File: src/rtl/radar_pkg.sv
// radar_pkg
// Shared definitions for the radar CFAR detector slice.
//   DATA_W        : width of the filtered range samples from the FIR stage
//   cfar_state_e  : detector FSM states (FILL while the window is loading, RUN once it is full)
//   cfar_len()    : window length from training/guard cell counts per side
//   cfar_sum_w()  : width of one training-cell running sum (N_TRAIN samples per side)
package radar_pkg;

  localparam int DATA_W = 8;

  typedef enum logic {
    FILL = 1'b0,
    RUN  = 1'b1
  } cfar_state_e;

  // Window length: both training sides, both guard sides and the cell under test.
  function automatic int cfar_len(input int n_train, input int n_guard);
    return 2 * n_train + 2 * n_guard + 1;
  endfunction

  // Sized for all 2*N_TRAIN training cells, so lead + lag together still fit.
  function automatic int cfar_sum_w(input int data_w, input int n_train);
    return data_w + $clog2(2 * n_train);
  endfunction

endpackage

File: src/rtl/cfar_window.sv
// cfar_window
// Sliding CFAR window: L-deep shift register of samples with running lead/lag
// training sums, CUT tap and 1-based sample counter within the sweep. Every
// output is registered on the accept edge and describes the window just after
// the accepted sample was shifted in.
// Ports:
//   clk, rst                 : clock, asynchronous active-high reset
//   in_valid/in_data/in_last : sample stream (in_last marks the sweep's final sample)
//   win_valid                : one-cycle strobe, a sample was accepted last edge
//   win_last                 : that sample carried in_last
//   win_count                : 1-based sample count k of that sample (wraps)
//   lead_sum/lag_sum         : sums of the lead / lag training cells
//   win_cut                  : sample now sitting in the CUT position
module cfar_window
  import radar_pkg::*;
#(
  parameter int DATA_W  = radar_pkg::DATA_W,
  parameter int N_TRAIN = 8,
  parameter int N_GUARD = 2,
  parameter int BIN_W   = 10,
  localparam int SUM_W  = cfar_sum_w(DATA_W, N_TRAIN)
) (
  input  logic              clk,
  input  logic              rst,
  input  logic              in_valid,
  input  logic [DATA_W-1:0] in_data,
  input  logic              in_last,
  output logic              win_valid,
  output logic              win_last,
  output logic [BIN_W-1:0]  win_count,
  output logic [SUM_W-1:0]  lead_sum,
  output logic [SUM_W-1:0]  lag_sum,
  output logic [DATA_W-1:0] win_cut
);

  localparam int L       = cfar_len(N_TRAIN, N_GUARD);
  localparam int CUT_POS = N_TRAIN + N_GUARD;

  logic [DATA_W-1:0] win [L];
  logic [SUM_W-1:0]  lead_acc;
  logic [SUM_W-1:0]  lag_acc;
  logic [SUM_W-1:0]  lead_next;
  logic [SUM_W-1:0]  lag_next;
  logic [BIN_W-1:0]  cnt;
  logic [BIN_W-1:0]  cnt_next;

  // Incremental sum update for one shift. Lead gains the new sample and loses
  // the cell that moves into the guard band; lag gains the cell leaving the
  // guard band and loses the oldest cell falling off the end. Intermediate
  // wrap-around cancels because the true result is always non-negative.
  always_comb begin
    lead_next = lead_acc + SUM_W'(in_data) - SUM_W'(win[N_TRAIN-1]);
    lag_next  = lag_acc + SUM_W'(win[L-N_TRAIN-1]) - SUM_W'(win[L-1]);
    cnt_next  = cnt + BIN_W'(1);
  end

  // Window state. A sample with in_last is still reported through the output
  // registers below, but the internal window restarts empty so the next sweep
  // enters a cleared window.
  always_ff @(posedge clk or posedge rst) begin
    if (rst) begin
      for (int i = 0; i < L; i++) win[i] <= '0;
      lead_acc <= '0;
      lag_acc  <= '0;
      cnt      <= '0;
    end else if (in_valid) begin
      if (in_last) begin
        for (int i = 0; i < L; i++) win[i] <= '0;
        lead_acc <= '0;
        lag_acc  <= '0;
        cnt      <= '0;
      end else begin
        win[0] <= in_data;
        for (int i = 1; i < L; i++) win[i] <= win[i-1];
        lead_acc <= lead_next;
        lag_acc  <= lag_next;
        cnt      <= cnt_next;
      end
    end
  end

  // Registered view of the post-shift window for the threshold stage. The CUT
  // after the shift is the cell one position younger than the current CUT.
  always_ff @(posedge clk or posedge rst) begin
    if (rst) begin
      win_valid <= 1'b0;
      win_last  <= 1'b0;
      win_count <= '0;
      lead_sum  <= '0;
      lag_sum   <= '0;
      win_cut   <= '0;
    end else begin
      win_valid <= in_valid;
      win_last  <= in_valid && in_last;
      if (in_valid) begin
        win_count <= cnt_next;
        lead_sum  <= lead_next;
        lag_sum   <= lag_next;
        win_cut   <= win[CUT_POS-1];
      end
    end
  end

endmodule

File: src/rtl/radar_ca_cfar.sv
// radar_ca_cfar
// Cell-averaging CFAR detector fed by the radar FIR stage. Stage 1 (cfar_window)
// shifts the window and updates the training sums; stage 2 here scales the
// average into a threshold, compares the CUT and registers the result.
// Ports:
//   clk, rst                 : clock, asynchronous active-high reset
//   in_valid/in_data/in_last : filtered sample stream, in_last ends a sweep
//   det_valid                : one-cycle result strobe, 2 cycles after the sample
//   det_hit                  : CUT strictly above threshold
//   det_cut                  : CUT sample value
//   det_thresh               : adaptive threshold
//   det_index                : 0-based range bin of the CUT within the sweep
//   sweep_done               : one-cycle pulse in the result slot of the in_last sample
module radar_ca_cfar
  import radar_pkg::*;
#(
  parameter int DATA_W  = radar_pkg::DATA_W,
  parameter int N_TRAIN = 8,
  parameter int N_GUARD = 2,
  parameter int SCALE   = 3,
  parameter int BIN_W   = 10
) (
  input  logic              clk,
  input  logic              rst,
  input  logic              in_valid,
  input  logic [DATA_W-1:0] in_data,
  input  logic              in_last,
  output logic              det_valid,
  output logic              det_hit,
  output logic [DATA_W-1:0] det_cut,
  output logic [DATA_W+3:0] det_thresh,
  output logic [BIN_W-1:0]  det_index,
  output logic              sweep_done
);

  localparam int L       = cfar_len(N_TRAIN, N_GUARD);
  localparam int CUT_POS = N_TRAIN + N_GUARD;
  localparam int SHIFT   = $clog2(2 * N_TRAIN);
  localparam int SUM_W   = cfar_sum_w(DATA_W, N_TRAIN);
  localparam int THR_W   = DATA_W + 4;
  localparam int PROD_W  = DATA_W + 4 + SHIFT;

  logic              win_valid;
  logic              win_last;
  logic [BIN_W-1:0]  win_count;
  logic [SUM_W-1:0]  lead_sum;
  logic [SUM_W-1:0]  lag_sum;
  logic [DATA_W-1:0] win_cut;

  cfar_state_e       state;
  cfar_state_e       state_next;
  logic              produce;
  logic [SUM_W-1:0]  total;
  logic [PROD_W-1:0] product;
  logic [THR_W-1:0]  thresh;
  logic              hit;

  cfar_window #(
    .DATA_W  (DATA_W),
    .N_TRAIN (N_TRAIN),
    .N_GUARD (N_GUARD),
    .BIN_W   (BIN_W)
  ) u_window (
    .clk       (clk),
    .rst       (rst),
    .in_valid  (in_valid),
    .in_data   (in_data),
    .in_last   (in_last),
    .win_valid (win_valid),
    .win_last  (win_last),
    .win_count (win_count),
    .lead_sum  (lead_sum),
    .lag_sum   (lag_sum),
    .win_cut   (win_cut)
  );

  // FSM state register.
  always_ff @(posedge clk or posedge rst) begin
    if (rst) state <= FILL;
    else     state <= state_next;
  end

  // Next state and result qualification. The sample that completes the window
  // (k == L) already yields a result while still in FILL; in_last always sends
  // the FSM back to FILL, after its own sample has been evaluated.
  always_comb begin
    state_next = state;
    produce    = 1'b0;
    if (win_valid) begin
      produce = (state == RUN) || (win_count == BIN_W'(L));
      if (win_last)     state_next = FILL;
      else if (produce) state_next = RUN;
    end
  end

  // Threshold: SCALE times the mean of all training cells. Dividing by the
  // power-of-two cell count is a plain right shift.
  always_comb begin
    total   = lead_sum + lag_sum;
    product = PROD_W'(SCALE) * PROD_W'(total);
    thresh  = THR_W'(product >> SHIFT);
    hit     = THR_W'(win_cut) > thresh;
  end

  // Output registers. Data fields only load with a result and otherwise hold.
  always_ff @(posedge clk or posedge rst) begin
    if (rst) begin
      det_valid  <= 1'b0;
      sweep_done <= 1'b0;
      det_hit    <= 1'b0;
      det_cut    <= '0;
      det_thresh <= '0;
      det_index  <= '0;
    end else begin
      det_valid  <= produce;
      sweep_done <= win_valid && win_last;
      if (produce) begin
        det_hit    <= hit;
        det_cut    <= win_cut;
        det_thresh <= thresh;
        det_index  <= win_count - BIN_W'(CUT_POS + 1);
      end
    end
  end

endmodule

File: config.mk
export PLATFORM = sky130hd
export DESIGN_NAME = radar_ca_cfar
export DESIGN_NICKNAME = d
export VERILOG_FILES = /design/src/rtl/radar_pkg.sv /design/src/rtl/cfar_window.sv /design/src/rtl/radar_ca_cfar.sv
export SDC_FILE = /design/constraint.sdc
export NUM_CORES = 1
export LEC_CHECK = 0
export CORE_MARGIN = 3
export CORE_UTILIZATION = 55
export CTS_CLUSTER_DIAMETER = 30
export DETAILED_ROUTE_END_ITERATION = 16
export PLACE_DENSITY_LB_ADDON = 0.12
export REMOVE_ABC_BUFFERS = 1
export SLEW_MARGIN = 0
export SYNTH_ARGS = -nofsm -noshare
export SYNTH_HDL_FRONTEND = slang
export SYNTH_HIERARCHICAL = 1
export SYNTH_SLANG_ARGS = --single-unit
export TNS_END_PERCENT = 50
File: constraint.sdc
create_clock -name clk -period 10.74 [get_ports clk]
set_input_delay 2.148 -clock clk [delete_from_list [all_inputs] [get_ports clk]]
set_output_delay 2.148 -clock clk [all_outputs]
set_load 0.05 [all_outputs]
==> out/results.tsv, run 1 <==
metric	value	unit
status	completed	
Area Growth Syn to Fin	20.2	%
Avg WL per Cell	16.4	um
post-synthesis cell area	0.0134	mm2
most frequent cells after synthesis	dfrtp_1 (278), nand2_1 (219), o2bb2ai_1 (126)	
relative slew slack	0.325	
top cells by area, synth	dfrtp_1 (52%), o2bb2ai_1 (8.2%), nand2_1 (6.1%)	
CP Capture Type	flop	
H-tree depth	2	
flop and latch count out of synthesis	278	
Max Freq	0.212	GHz
Pre-Repair DR Iteration Count	7	
DPL Wire Length	16300	um
cell taking the most area after synthesis	dfrtp_1	
routed vias/inst	5.65	
Die Ht	162	um
Placer Congestion	0.861	
routed vias	9433	
CP required	11.19	ns
hold slack	0.471	ns
Remaining DRCs	0	
pwr/cell area	301	mW/mm2
main flop type after synthesis	dfrtp_1	
Die ar.	0.0263	mm2
DRT antenna net count	0	
Worst-Margin Slew	1.01	ns
largest net degree at the start of global routing	112	
Final Hold Fails	0	
Ys Warns	6	
clock slew at reported path FFs	0.05	ns
Fillers	1834	
initial antenna violation count	0	
sequential area share after synthesis	0.519	
Synth async-reset ratio	1.00	
initial DRC count	642	
global-route wire length before repair	47800	um
number of enable flip-flop cells after synthesis	0	
most common cell in the netlist	dfrtp_1	
CTS sink cnt	278	
Clk Latency, worst-skew pair	0.55	ns
Tot GR Track Use	0.217	
Num CTS Buffers	59	
num ports	45	
VDD IR max	217	uV
crit share post-route	0.439	
Root Driver	clkbuf_16	
setup total negative slack	0	ns
total setup buffers inserted after CTS	0	
CTS max path bufs	3	
Syn Area/Cell	10.6	um2
IO Port Bufs	42	
detailed-route wire length	27400	um
Hold Path Depth	2	
cells on worst reg2reg path	19	
Setup-failing EPs final	0	
Non-Filler Instances	1671	
Max Cap Viol	0	
grt total ovfl	0	
total power	0.00486	W
post-synth top area share	0.519	
P_leak	7.33	nW
Antenna diodes	0	
cts hold-fix bufs	0	
Placed Cells	1565	
Slew Viols, Final	0	
share of layout cells above drive strength 1	0.113	
num rows	56	
vias in the first global route	9695	
final net count	1393	
skew final	0.0124	ns
Syn Inst Count	1267	
Crit Path Max Fanout	3	
TritonCTS clock tree	built	
crit start category	flop	
Initial Utilization	0.565	
Netlist cell types	62	
critical path arrival	5.17	ns
Hold/Removal Path Class	flop to flop	
post-CTS sizing	0	
RSZ-0062 raised after global routing	false	
crit path time final	4.71	ns
core region area	0.0238	mm2
critical path type	flop to flop	
die width	162	um
==> worst paths after layout <==
check,start,slack [ns],end
min in group asynchronous,rst,2.15,state$_DFFE_PP0P_
worst max register to register,u_window/lead_sum[0]$_DFFE_PP0P_,6.03,det_hit$_DFFE_PP0P_
worst min-delay path,det_thresh[4]$_DFFE_PP0P_,0.47,det_thresh[4]$_DFFE_PP0P_
worst min register to register,det_thresh[4]$_DFFE_PP0P_,0.47,det_thresh[4]$_DFFE_PP0P_
max in group asynchronous,rst,7.13,u_window/lead_acc[3]$_DFFE_PP0P_
worst max-delay path,u_window/lead_sum[0]$_DFFE_PP0P_,6.03,det_hit$_DFFE_PP0P_
==> flip-flops by register name, summed over array words and instances (netlist names), 10 cells and up <==
name                count
det_index              10
det_thresh             10
u_window/cnt           10
u_window/lag_acc       12
u_window/lag_sum       12
u_window/lead_acc      12
u_window/lead_sum      12
u_window/win          168
u_window/win_count     10
==> layout by cell type (no fill, tap or decap), types with 35 or more instances in the layout <==
| master | count |
|---|---|
| o21ai_0 | 66 |
| clkbuf_16 | 59 |
| a21oi_1 | 35 |
| xnor2_1 | 38 |
| a22o_1 | 42 |
| o2bb2ai_1 | 126 |
| dfrtp_1 | 278 |
| clkdlybuf4s50_1 | 40 |
| inv_1 | 98 |
| nor2_1 | 36 |
| nand2_1 | 219 |
| ha_1 | 57 |
==> cell families (layout without fill, tap and decap cells) <==
logic type,after synthesis,after routing,synth area share
fa+ha+maj,74,74,0.0785
mux,24,24,0.0200
xor+xnor,58,58,0.0405
compound gates,338,338,0.191
other cells,1,2,0.000280
flops,278,278,0.519
buf+inv,174,258,0.0493
simple gates,320,320,0.102
==> critical path, cell delays in order (launching register included) <==
cell	delay, ns
dfrtp_1	0.43
ha_1	0.26
fa_1	0.41
a21oi_1	0.26
o211ai_2	0.14
nor2_1	0.12
xnor2_1	0.18
ha_1	0.31
and2_1	0.19
a22o_1	0.22
a311o_1	0.34
a21o_1	0.22
a31oi_1	0.20
xor2_1	0.23
ha_1	0.29
nand3_1	0.10
nor2_1	0.08
a41oi_1	0.26
nand4b_1	0.17
o31ai_2	0.21
==> report_power, final <==
part           internal (W)  switching [W]  total (W)
clock               0.00132       0.000569    0.00188
sequential          0.00115      0.0000728    0.00122
combinational      0.000722        0.00103    0.00175
==> routing by layer <==
layer	vias to the layer above	track usage	wire, um
li1	4526	-	-
met1	4651	0.314	13100
met2	206	0.335	12400
met3	50	0.0372	1210
met4	0	0.0787	633
met5	-	0	0
==> through the flow <==
stage | util | setup WS, ns | area [um2]
5_1_grt | 0.679 | 5.58 | 16100
6_report | 0.679 | 6.03 | 16100
2_1_floorplan | - | 1.83 | 13100
3_3_place_gp | 0.591 | 5.69 | 14000
4_1_cts | 0.679 | 5.97 | 16100
3_5_place_dp | 0.591 | 5.61 | 14000
==> layout make-up <==
class                   instances  area [um2]  share of cell area
inverters                     101         389              0.0241
repair buffers                 51         487              0.0302
clock buffers                  68        1550              0.0961
clock inverters                38         537              0.0333
flip-flops and latches        278        6960               0.431
multi-input cells             816        5810               0.360
well taps                     319         399              0.0248
(Power assumes the default switching activity.)
==> run 2: changes to the inputs <==
==> constraint.sdc (replaced) <==
create_clock -name clk -period 4.1 [get_ports clk]
set_input_delay 0.82 -clock clk [delete_from_list [all_inputs] [get_ports clk]]
set_output_delay 0.82 -clock clk [all_outputs]
set_load 0.05 [all_outputs]
==> run 2 against run 1 <==
Via count grew 0.18%. Total power grew to 2.9 times the previous value. Combinational power grew to 3.6 times the previous value. Die area is the same. Sequential cell count is the same. Design area grew 1.5%. First-iteration DRC count grew 5.0%. Critical path type unchanged. Critical endpoint unchanged. Largest cell class unchanged. Largest power group is now combinational cells.
==> out/results.tsv, run 2 (synthesis results as in run 1) <==
metric	value	unit	change
clock network power share	0.324		was 0.388
Remaining DRCs	0		unchanged
RSZ-0062 raised after global routing	true		was false
Antenna diodes	0		unchanged
Reg with most FFs	u_window/win		unchanged
Crit Path Max Fanout	3		unchanged
Cell Int Power	0.00914	W	was 0.00319 W
IO Port Bufs	42		unchanged
initial DRC count	674		was 642
Avg WL per Cell	15.8	um	was 16.4 um
share of power burned in registers	0.228		was 0.252
die width	162	um	unchanged
routed vias/inst	5.58		was 5.65
fin util	0.689		was 0.679
Die Ht	162	um	unchanged
Die ar.	0.0263	mm2	unchanged
critical path type	flop to flop		unchanged
CP required	4.54	ns	was 11.19 ns
CTS sink cnt	278		unchanged
vias in the first global route	9434		was 9695
Initial Utilization	0.565		unchanged
Num CTS Buffers	53		was 59
Clk Latency, worst-skew pair	0.54	ns	was 0.55 ns
M3 GR Usage	0.0365		was 0.0372
status	completed		unchanged
P_sw	0.00476	W	was 0.00167 W
Tot GR Track Use	0.211		was 0.217
crit share post-route	0.983		was 0.439
share of layout cells above drive strength 1	0.140		was 0.113
crit start category	flop		unchanged
Hold/Removal Path Class	flop to flop		unchanged
CTS max path bufs	3		unchanged
final net count	1419		was 1393
Slew Viols, Final	0		unchanged
Fillers	1749		was 1834
Pre-Repair DR Iteration Count	5		was 7
pwr/cell area	850	mW/mm2	was 301 mW/mm2
num ports	45		unchanged
Final Hold Fails	0		unchanged
initial antenna violation count	0		unchanged
VDD IR max	744	uV	was 217 uV
skew final	0.0150	ns	was 0.0124 ns
Max Freq	0.248	GHz	was 0.212 GHz
Placer Congestion	0.806		was 0.861
max reg flops	168		unchanged
CP Capture Type	flop		unchanged
Root Driver	clkbuf_16		unchanged
logic gate share of total power	0.448		was 0.360
largest net degree at the start of global routing	172		was 112
Worst-Margin Slew	0.918	ns	was 1.01 ns
core region area	0.0238	mm2	unchanged
grt total ovfl	0		unchanged
P_leak	7.43	nW	was 7.33 nW
relative slew slack	0.388		was 0.325
cts hold-fix bufs	0		unchanged
hold slack	0.471	ns	about the same
DPL Wire Length	16300	um	about the same
met2 Resource Use GR	0.314		was 0.335
H-tree depth	2		unchanged
global-route wire length before repair	46300	um	was 47800 um
met1 GRT Util	0.320		was 0.314
DRT antenna net count	0		unchanged
TritonCTS clock tree	built		unchanged
critical path arrival	4.47	ns	was 5.17 ns
commonest non-fill, non-tap cell in the layout	dfrtp_1		unchanged
clock slew at reported path FFs	0.04	ns	was 0.05 ns
switching portion of total power	0.342		was 0.344
Max Cap Viol	0		unchanged
routed vias	9450		was 9433
busiest layer in global routing	met1		was met2
Area Growth Syn to Fin	22.0	%	was 20.2%
crit path time final	4.03	ns	was 4.71 ns
detailed-route wire length	26800	um	was 27400 um
most frequent cells in the layout	dfrtp_1 (278), nand2_1 (219), o2bb2ai_1 (126)		unchanged
num rows	56		unchanged
Setup-failing EPs final	0		unchanged
-- run 2: cell count changes in the layout (fill, tap and decap cells not counted), sizes merged --
| cell | delta |
|---|---|
| clkbuf | -6 |
| buf | +32 |
| clkinvlp | +4 |
| inv | -4 |
| bufinv | -3 |
| clkinv | +1 |
-- run 2: power groups by stage --
stage,Clock (W),Sequential [W],Combinational [W]
finish,0.00450,0.00317,0.00623
global route,0.00473,0.00320,0.00689
CTS,0.00459,0.00317,0.00579
detailed placement,0,0.00321,0.00523
global placement,0,0.00320,0.00511
floorplan,0,0.00341,0.00332
-- run 2: worst paths after layout --
kind | from | endpoint | slack (ns) | cells after the start
min | det_cut[0]$_DFFE_PP0P_ | det_cut[0]$_DFFE_PP0P_ | 0.47 | 2
max in group asynchronous | rst | u_window/win[41]$_DFFE_PP0P_ | 2.40 | 3
min reg2reg | det_cut[0]$_DFFE_PP0P_ | det_cut[0]$_DFFE_PP0P_ | 0.47 | 2
max reg2reg | u_window/lead_sum[1]$_DFFE_PP0P_ | det_hit$_DFFE_PP0P_ | 0.07 | 20
min in group asynchronous | rst | det_index[1]$_DFFE_PP0P_ | 0.84 | 2
max | u_window/lead_sum[1]$_DFFE_PP0P_ | det_hit$_DFFE_PP0P_ | 0.07 | 20
-- run 2: final cells by class --
cell class	instances	area, um2	share of cell area
inverter	101	389	0.0238
timing repair buffer	83	822	0.0502
multi-input combinational	816	5900	0.360
clock buffer	62	1440	0.0882
clock inverter	36	458	0.0280
sequential	278	6960	0.425
tap	319	399	0.0244
-- run 2: layer usage --
metal  up-vias  share of wire
li1       4565              -
met3        47          0.039
met2       170           0.45
met1      4668           0.49
met4         0          0.023
met5         -              0
-- run 2: through the flow --
step                area, um2  TNS (ns)  setup WS, ns  total power, W  std cells
floorplan               13100   -855.64         -3.48         0.00673       1195
CTS                     16300         0       0.00796          0.0135       1693
detailed placement      14300    -0.232        -0.232         0.00844       1589
global route            16400    -0.229        -0.229          0.0148       1695
global placement        14300    -0.127        -0.127         0.00831       1589
finish                  16400         0        0.0708          0.0139       1695
-- run 2: what timing repair did --
item,in CTS,in global routing
gates resized for setup,5,12
pin swaps,10,19
setup buffers,6,1
endpoints found under the setup margin,1,1
-- run 2: worst max-delay path, stage by stage, from the launching register on --
cell,delay [ns]
dfrtp_1,0.42
ha_1,0.35
a21oi_4,0.19
inv_1,0.05
a21oi_1,0.17
xnor2_1,0.17
ha_1,0.29
nor3_1,0.29
a211oi_2,0.08
buf_4,0.16
a311o_1,0.32
a21o_1,0.19
buf_4,0.16
xnor2_4,0.15
ha_4,0.30
nand3_1,0.08
nor2_2,0.12
a21oi_1,0.08
nand2_1,0.07
nand4b_1,0.11
o31ai_2,0.18
